### src/rtl/blc_pkg.sv
// Shared types and line-geometry helpers for the black-level line controller.
package blc_pkg;

   typedef enum logic [2:0] {
      IDLE,
      PRE,
      BLK_L,
      ACT,
      BLK_R,
      WAIT_REF,
      READ
   } blc_state_e;

   // Total beats in one sensor line: pre-black, left black, active, right black.
   function automatic int blc_line_len(input int bps_l, input int bpn_l,
                                       input int read_pixel, input int bpn_r);
      return bps_l + bpn_l + read_pixel + bpn_r;
   endfunction

endpackage

### src/rtl/blc_rd_seq.sv
// Read-out sequencer: issues READ_PIXEL pops gated by m_ready and flags the line end.
module blc_rd_seq #(
   parameter int READ_PIXEL = 16
) (
   input  logic clk,
   input  logic rst_n,
   input  logic active,
   input  logic m_ready,
   output logic rd_en,
   output logic rd_last,
   output logic line_done
);

   logic [15:0] pop_cnt;

   assign rd_en   = active & m_ready;
   assign rd_last = rd_en & (pop_cnt == 16'(READ_PIXEL - 1));

   always_ff @(posedge clk or negedge rst_n) begin
      if (!rst_n) begin
         pop_cnt   <= '0;
         line_done <= 1'b0;
      end else begin
         line_done <= rd_last;
         if (!active || rd_last) begin
            pop_cnt <= '0;
         end else if (rd_en) begin
            pop_cnt <= pop_cnt + 16'd1;
         end
      end
   end

endmodule

### src/rtl/blc_line_ctrl.sv
// Sensor line controller: splits a line into black/active strobes, waits for the
// sorter reference, then drains the corrected active pixels.
module blc_line_ctrl import blc_pkg::*; #(
   parameter int DATA_WIDTH = 8,
   parameter int BPS_L      = 1,
   parameter int BPN_L      = 128,
   parameter int READ_PIXEL = 16,
   parameter int BPN_R      = 128,
   parameter int LINES      = 480,
   parameter int TIMEOUT    = 4096
) (
   input  logic                  clk,
   input  logic                  rst_n,
   input  logic                  s_valid,
   output logic                  s_ready,
   input  logic                  s_sol,
   input  logic [DATA_WIDTH-1:0] s_data,
   output logic                  blk_valid,
   output logic                  act_valid,
   output logic [DATA_WIDTH-1:0] pix_data,
   input  logic                  ref_valid,
   input  logic                  m_ready,
   output logic                  rd_en,
   output logic                  rd_last,
   output logic                  line_done,
   output logic                  frame_done,
   output logic [15:0]           line_cnt,
   output logic                  err_timeout,
   output logic                  err_seq,
   input  logic                  err_clr
);

   localparam int L       = blc_line_len(BPS_L, BPN_L, READ_PIXEL, BPN_R);
   localparam int BPS_ACT = BPS_L + BPN_L;
   localparam int BPS_R   = BPS_ACT + READ_PIXEL;
   localparam int TW      = (TIMEOUT > 1) ? $clog2(TIMEOUT) : 1;

   generate
      if (L > 65535 || READ_PIXEL == 0) begin : g_bad_geometry
         $error("blc_line_ctrl: line length must fit 16 bits and READ_PIXEL must be nonzero");
      end
   endgenerate

   blc_state_e      state_q, state_d;
   logic [15:0]     pcnt_q, pcnt_d, bidx;
   logic [TW-1:0]   tcnt_q, tcnt_d;
   logic            accept, beat_ok, blk_d, act_d;
   logic            seq_set, to_set;
   logic            rd_active, rd_last_int;

   // The controller only refuses beats while the line is parked for reference/read-out.
   assign s_ready   = (state_q != WAIT_REF) && (state_q != READ);
   assign accept    = s_valid & s_ready;
   assign rd_active = (state_q == READ);
   assign rd_last   = rd_last_int;

   always_comb begin
      state_d = state_q;
      pcnt_d  = pcnt_q;
      tcnt_d  = tcnt_q;
      bidx    = pcnt_q + 16'd1;
      beat_ok = 1'b0;
      blk_d   = 1'b0;
      act_d   = 1'b0;
      seq_set = ref_valid && (state_q != WAIT_REF);
      to_set  = 1'b0;

      case (state_q)
         IDLE: begin
            if (accept) begin
               if (s_sol) begin
                  beat_ok = 1'b1;
                  bidx    = '0;
               end else begin
                  seq_set = 1'b1;
               end
            end
         end
         PRE, BLK_L, ACT, BLK_R: begin
            if (accept) begin
               beat_ok = 1'b1;
               if (s_sol) begin
                  seq_set = 1'b1;
                  bidx    = '0;
               end
            end
         end
         WAIT_REF: begin
            if (ref_valid) begin
               state_d = READ;
            end else if (tcnt_q == TW'(TIMEOUT - 1)) begin
               to_set  = 1'b1;
               state_d = IDLE;
            end else begin
               tcnt_d = tcnt_q + 1'b1;
            end
         end
         READ: begin
            if (rd_last_int) state_d = IDLE;
         end
         default: state_d = IDLE;
      endcase

      // State tracks the region of the most recently accepted beat.
      if (beat_ok) begin
         pcnt_d = bidx;
         tcnt_d = '0;
         if (bidx < 16'(BPS_L)) begin
            state_d = PRE;
         end else if (bidx < 16'(BPS_ACT)) begin
            state_d = BLK_L;
            blk_d   = 1'b1;
         end else if (bidx < 16'(BPS_R)) begin
            state_d = ACT;
            act_d   = 1'b1;
         end else begin
            state_d = BLK_R;
            blk_d   = 1'b1;
         end
         if (bidx == 16'(L - 1)) state_d = WAIT_REF;
      end
   end

   always_ff @(posedge clk or negedge rst_n) begin
      if (!rst_n) begin
         state_q     <= IDLE;
         pcnt_q      <= '0;
         tcnt_q      <= '0;
         blk_valid   <= 1'b0;
         act_valid   <= 1'b0;
         pix_data    <= '0;
         line_cnt    <= '0;
         frame_done  <= 1'b0;
         err_seq     <= 1'b0;
         err_timeout <= 1'b0;
      end else begin
         state_q   <= state_d;
         pcnt_q    <= pcnt_d;
         tcnt_q    <= tcnt_d;
         blk_valid <= blk_d;
         act_valid <= act_d;
         if (blk_d || act_d) pix_data <= s_data;

         // line_done is registered from the final pop, so line_cnt and frame_done move with it.
         frame_done <= rd_last_int && (line_cnt == 16'(LINES - 1));
         if (rd_last_int) begin
            line_cnt <= (line_cnt == 16'(LINES - 1)) ? 16'd0 : line_cnt + 16'd1;
         end

         if (seq_set)      err_seq <= 1'b1;
         else if (err_clr) err_seq <= 1'b0;
         if (to_set)       err_timeout <= 1'b1;
         else if (err_clr) err_timeout <= 1'b0;
      end
   end

   blc_rd_seq #(
      .READ_PIXEL(READ_PIXEL)
   ) u_rd_seq (
      .clk      (clk),
      .rst_n    (rst_n),
      .active   (rd_active),
      .m_ready  (m_ready),
      .rd_en    (rd_en),
      .rd_last  (rd_last_int),
      .line_done(line_done)
   );

endmodule

### config.mk
export PLATFORM = sky130hd
export DESIGN_NAME = blc_line_ctrl
export DESIGN_NICKNAME = d
export VERILOG_FILES = /design/src/rtl/blc_pkg.sv /design/src/rtl/blc_rd_seq.sv /design/src/rtl/blc_line_ctrl.sv
export SDC_FILE = /design/constraint.sdc
export NUM_CORES = 1
export LEC_CHECK = 0
export ABC_AREA = 0
export CAP_MARGIN = 10
export CELL_PAD_IN_SITES_DETAIL_PLACEMENT = 1
export CELL_PAD_IN_SITES_GLOBAL_PLACEMENT = 2
export CORE_MARGIN = 2
export CORE_UTILIZATION = 38
export CTS_CLUSTER_SIZE = 20
export DETAILED_ROUTE_END_ITERATION = 12
export GPL_ROUTABILITY_DRIVEN = 0
export PLACE_DENSITY = 0.95
export SYNTH_ARGS = -nofsm -noshare
export SYNTH_HDL_FRONTEND = slang
export SYNTH_HIERARCHICAL = 1
export SYNTH_SLANG_ARGS = --single-unit
### constraint.sdc
create_clock -name clk -period 9 [get_ports clk]
set_input_delay 1.8 -clock clk [delete_from_list [all_inputs] [get_ports clk]]
set_output_delay 1.8 -clock clk [all_outputs]
set_load 0.02 [all_outputs]
Word-level counts from Yosys, hierarchy flattened
Cells that the tools add are included.
{ "totals": {"ff_bits": 77, "in_bits": 15, "output_inout_bits": 33, "wordCells": 96} }
{ "classes": {"add_sub_neg": 4, "order_cmp": 3, "n_eq_ne": 17, "n_mux": 42, "n_bitwise": 3, "reduce_logical": 15} }
{ "op_table": {"columns": ["operator", "n"], "rows": [
  ["two-way mux 16 bit", 6],
  ["adder 16 x 1 -> 16 bit, second input constant", 3],
  ["two-way mux 12 bit", 4],
  ["equality test 16 x 9 -> 1 bit, second input constant", 2],
  ["less-than comparator 16 x 8 -> 1 bit, second input constant", 2],
  ["two-way mux 3 bit", 8],
  ["two-way mux 1 bit", 21],
  ["equality test 16 x 4 -> 1 bit, second input constant", 1],
  ["less-than comparator 16 x 1 -> 1 bit, second input constant", 1],
  ["adder 12 x 1 -> 12 bit, second input constant", 1],
  ["equality test 12 bit, second input constant", 1],
  ["equality test 3 bit, second input constant", 3],
  ["inequality test 3 bit, second input constant", 3],
  ["case mux 3 bit (3 select lines)", 1],
  ["nonzero test 2 bit", 4],
  ["equality test 3 x 2 -> 1 bit, second input constant", 2],
  ["AND reduction 3 bit", 2],
  ["OR reduction 5 bit", 1],
  ["inequality test 2 x 1 -> 1 bit, second input constant", 2],
  ["inequality test 4 bit, second input constant", 1],
  ["case mux 1 bit (2 select lines)", 2],
  ["OR reduction 4 bit", 1],
  ["bitwise AND 1 bit", 3],
  ["equality test 3 x 1 -> 1 bit, second input constant", 1],
  ["other kinds (5)", 8]
]} }

Logic depth before layout (Yosys ltp)
{ "depth": {"depth_word": 11, "ltp_mapped": 11, "ltp_nobuf": 10} }

Hierarchy
Netlist, hierarchy kept.
{ "modules_own_cells": {"columns": ["module", "n_inst", "cells_per_inst", "area_per_inst_um2", "seq_area_each_um2"], "rows": [
  ["blc_line_ctrl", 1, 368, 3372.0, 1501.4],
  ["blc_rd_seq", 1, 86, 860.8, 425.4]
]} }

Worst setup path before layout
Ideal clock, no wire load.
{ "synth_path": {"path_kind": "input to output", "start": "in m_ready", "end": "out rd_last", "t_arrival_ns": 2.581, "required_ns": 7.200, "slack_ns": 4.619, "cell_stages": 3, "n_path_buf": 0, "path_cell_list": "nand4_2 nand4b_1 nor2_1"} }
{ "synth_between": {"elab_chain_cells": 2} }
{ "synth_lines": {"columns": ["item", "line_no", "rtl"], "rows": [
  ["start: declaration", "blc_line_ctrl.sv:22", "input logic m_ready,"],
  ["bitwise AND 1 bit", "blc_rd_seq.sv:16", "assign rd_en = active & m_ready;"],
  ["bitwise AND 1 bit", "blc_rd_seq.sv:17", "assign rd_last = rd_en & (pop_cnt == 16'(READ_PIXEL - 1));"],
  ["end: declaration", "blc_line_ctrl.sv:24", "output logic rd_last,"]
]} }
Every way passes these cells.

Worst setup path in the final report
Same ends and word-level chain as after synthesis.

==> reports/qor.yml <==
logic_synthesis:
  ys_async_sr_fraction_pct: 100
  synthesis.nets: 473
  ys_seq_elements: 77
  syn-cell-area_um2: 4230
  synth.distinct_cells: 59
  yosys_warnings: 6
  synthCells: 454
  ys.flop_type: "dfrtp_1"
  yosysSeqAreaShare_pct: 45.5
  post_synth.cell_area_avg_um2: 9.32
  synth_edf_count: 0
die:
  fp.dieW_um: 110
  core_um2: 10800
  fp.dieH_um: 110
  rows: 38
  ios: 48
  start_util_pct: 39.0
  die-area_um2: 12000
sta:
  finalCriticalPeriod_ns: 5.98
  final.setup.tns_ns: 0
  min_period_over_period_pct: 66.4
  final_hold_viol_count: 0
  rsz0062_at_grt: "no"
  worstMarginPinSlew_ns: 0.997
  slew_headroom_pct: 33.5
  finClkSkew_ns: 0.0117
  fmax_ghz: 0.167
  maxSlewViolCount: 0
  setup_viol: 0
routing:
  drt-total-wl_um: 10300
  viasPerCell: 5.61
  dr.first_iter.drc_count: 179
  vias: 3564
  avgRoutedWirePerCell_um: 16.2
  drtPass1Iterations: 4
  drc: 0
  ant_nets: 0
cts:
  cts.path.max_buffers: 2
  cts_hold_buffers: 0
  cts_resized: 0
  path_clk_slew_ns: 0.07
  clk_latency_ns: 0.37
  cts_tree: "yes"
  cts_setup_buffers: 0
  cts_max_level: 3
  cts_root_buf: "clkbuf_8"
  cts.sinks: 77
  cts-buffers-inserted: 9
grt:
  grt-ovfl-total: 0
  grt_first_pass_wirelength_um: 17500
  antenna_found_initial: 0
  grt_usage_pct: 18.6
  grt_pass1_vias: 3682
  grt_max_degree: 78
worst_setup_path:
  criticalPathCategory: "input pin to output pin"
  crit_path_end_kind: "output pin"
  cp_top_family: "buffers and inverters"
  cpMostUsedCell: "clkdlybuf4s50_1"
  crit_arrival_ns: 4.18
  cp_cell_sequence: "clkdlybuf4s50_1 -> nand4_2 -> nand4b_1 -> nor2_1 -> clkdlybuf4s50_1"
  cp_slowest_cell: "clkdlybuf4s50_1"
  worstPathMaxFanout: 11
  worstPathRequired_ns: 7.20
  cp-start-kind: "input pin"
  cp_num_buf_inv: 2
  crit_path_max_incr_delay_ns: 0.72
power_and_ir_drop:
  vdd_drop_max_mv: 0.138
  p_per_area_nw_per_um2: 177
  power_mw: 0.877
  leakage_nw: 1.98
layout:
  drive_gt1_share_pct: 7.07
  antennaDiodeCount: 0
  nets: 512
  syn_to_final_growth_pct: 17.1
  fillerInstances: 1253
job:
  cap_violations: 0
placed_design:
  port_buffers: 47
  hpwlAfterDp_um: 7270
outcome:
  status: "finished, final reports clean"
hold_path:
  hold_class: "flip-flop to flip-flop"
==> metal layers <==
metal,share of wire [%],global-route usage [%],vias to the layer above
met5,0,0,-
met4,2.2,8.05,0
met3,3.2,3.68,17
met2,49,31.1,51
met1,46,23.3,1793
li1,-,-,1703
==> placed cells by master (no fill, tap or decap), drive strengths merged, types with 10 or more instances in the layout <==
cell type / instances
clkbuf: 10
nand2: 51
nor3: 11
clkdlybuf4s50: 46
o21ai: 38
and3: 10
nor4: 11
xor2: 15
xnor2: 25
nand4: 23
dfrtp: 77
inv: 10
nor2: 46
nand3: 26
==> path summary, 6_finish.rpt <==
path | end | slack, ns | cells past startpoint | from
max | rd_last | 3.02 | 5 | m_ready
min | pix_data[0]$_DFFE_PN0P_ | 0.50 | 1 | pix_data[0]$_DFFE_PN0P_
max reg2reg | pix_data[1]$_DFFE_PN0P_ | 5.66 | 7 | pcnt_q[1]$_DFFE_PN0P_
min reg2reg | pix_data[0]$_DFFE_PN0P_ | 0.50 | 1 | pix_data[0]$_DFFE_PN0P_
max in group asynchronous | line_cnt[4]$_DFFE_PN0P_ | 6.76 | 1 | rst_n
min in group asynchronous | u_rd_seq/pop_cnt[7]$_DFFE_PN0P_ | 1.57 | 1 | rst_n
==> stage by stage <==
step           hold WS, ns  std cells  worst slack [ns]  util, %  area, um2
6_report             0.500        635              3.02     45.7       4960
3_3_place_gp         0.476        622              3.07     44.2       4790
3_5_place_dp         0.486        622              2.99     44.2       4790
5_1_grt              0.536        635              2.80     45.7       4960
2_1_floorplan        0.466        454              4.62        -       4230
4_1_cts              0.509        635              2.98     45.7       4960
==> final cells by class <==
| type | count | area, um2 | share of cell area, % |
|---|---|---|---|
| multi-input cells | 347 | 2180 | 43.9 |
| clock buffers | 10 | 128 | 2.57 |
| clock inverters | 3 | 40.0 | 0.807 |
| well taps | 140 | 175 | 3.53 |
| repair buffers | 48 | 475 | 9.59 |
| inverters | 10 | 37.5 | 0.757 |
| flip-flops and latches | 77 | 1930 | 38.9 |
==> cells in the mapped netlist (2+ instances only) <==
cell type	instances	area [um2]
mux2i_1	2	20.0
nand2_1	51	191
clkbuf_1	12	45.0
o31ai_1	2	15.0
a22oi_1	3	22.5
or2_2	3	18.8
a31oi_1	5	31.3
inv_1	10	37.5
mux2_2	7	78.8
or4_1	2	15.0
mux2_1	2	22.5
nand3_1	26	130
and2_1	7	43.8
nor2_1	46	173
nand2b_1	4	25.0
o31a_1	3	26.3
and4_1	6	52.6
nor4b_1	3	26.3
or3_1	7	43.8
dfrtp_1	77	1930
a41oi_1	3	26.3
a22o_1	2	17.5
nor3_1	9	45.0
a21oi_1	6	30.0
xnor2_1	25	219
xor2_1	15	131
nand4_1	19	119
nand4_2	3	37.5
a211o_1	2	17.5
ha_1	4	50.1
o21ai_0	37	185
and3_1	10	62.6
buf_2	5	25.0
nor4_1	11	68.8
==> where the power goes <==
part           internal, mW  switching (mW)  leakage (nW)
Combinational        0.0963           0.112         0.860
Clock                 0.123           0.129        0.0878
Sequential            0.379          0.0369          1.04
==> cells by family (layout without fill, tap and decap cells) <==
logic type               count (synthesis)  count (layout)  synth area share [%]
buffers and inverters                   30              71                  3.07
multiplexers                            11              11                  2.87
XOR/XNOR                                40              40                  8.28
adder cells (fa/ha/maj)                  4               4                  1.18
AND/OR/NAND/NOR                        216             216                  27.2
AO/OA/AOI/OAI                           76              76                  11.9
flip-flops                              77              77                  45.5
==> worst reg2reg max path: cells and delay by family (launching register included) <==
family,cells,cell delay (ns)
adders and majority gates,1,0.33
muxes,2,0.82
DFF,1,0.41
AOI/OAI and AO/OA,1,0.60
and+or+nand+nor,3,1.05
==> sequential cells by signal, summed over array words and instances (netlist names), 3 cells and up <==
register and cells:
line_cnt 16, state_q 3, u_rd_seq/pop_cnt 16, pix_data 8
tcnt_q 12, pcnt_q 16
(Power assumes the default switching activity.)
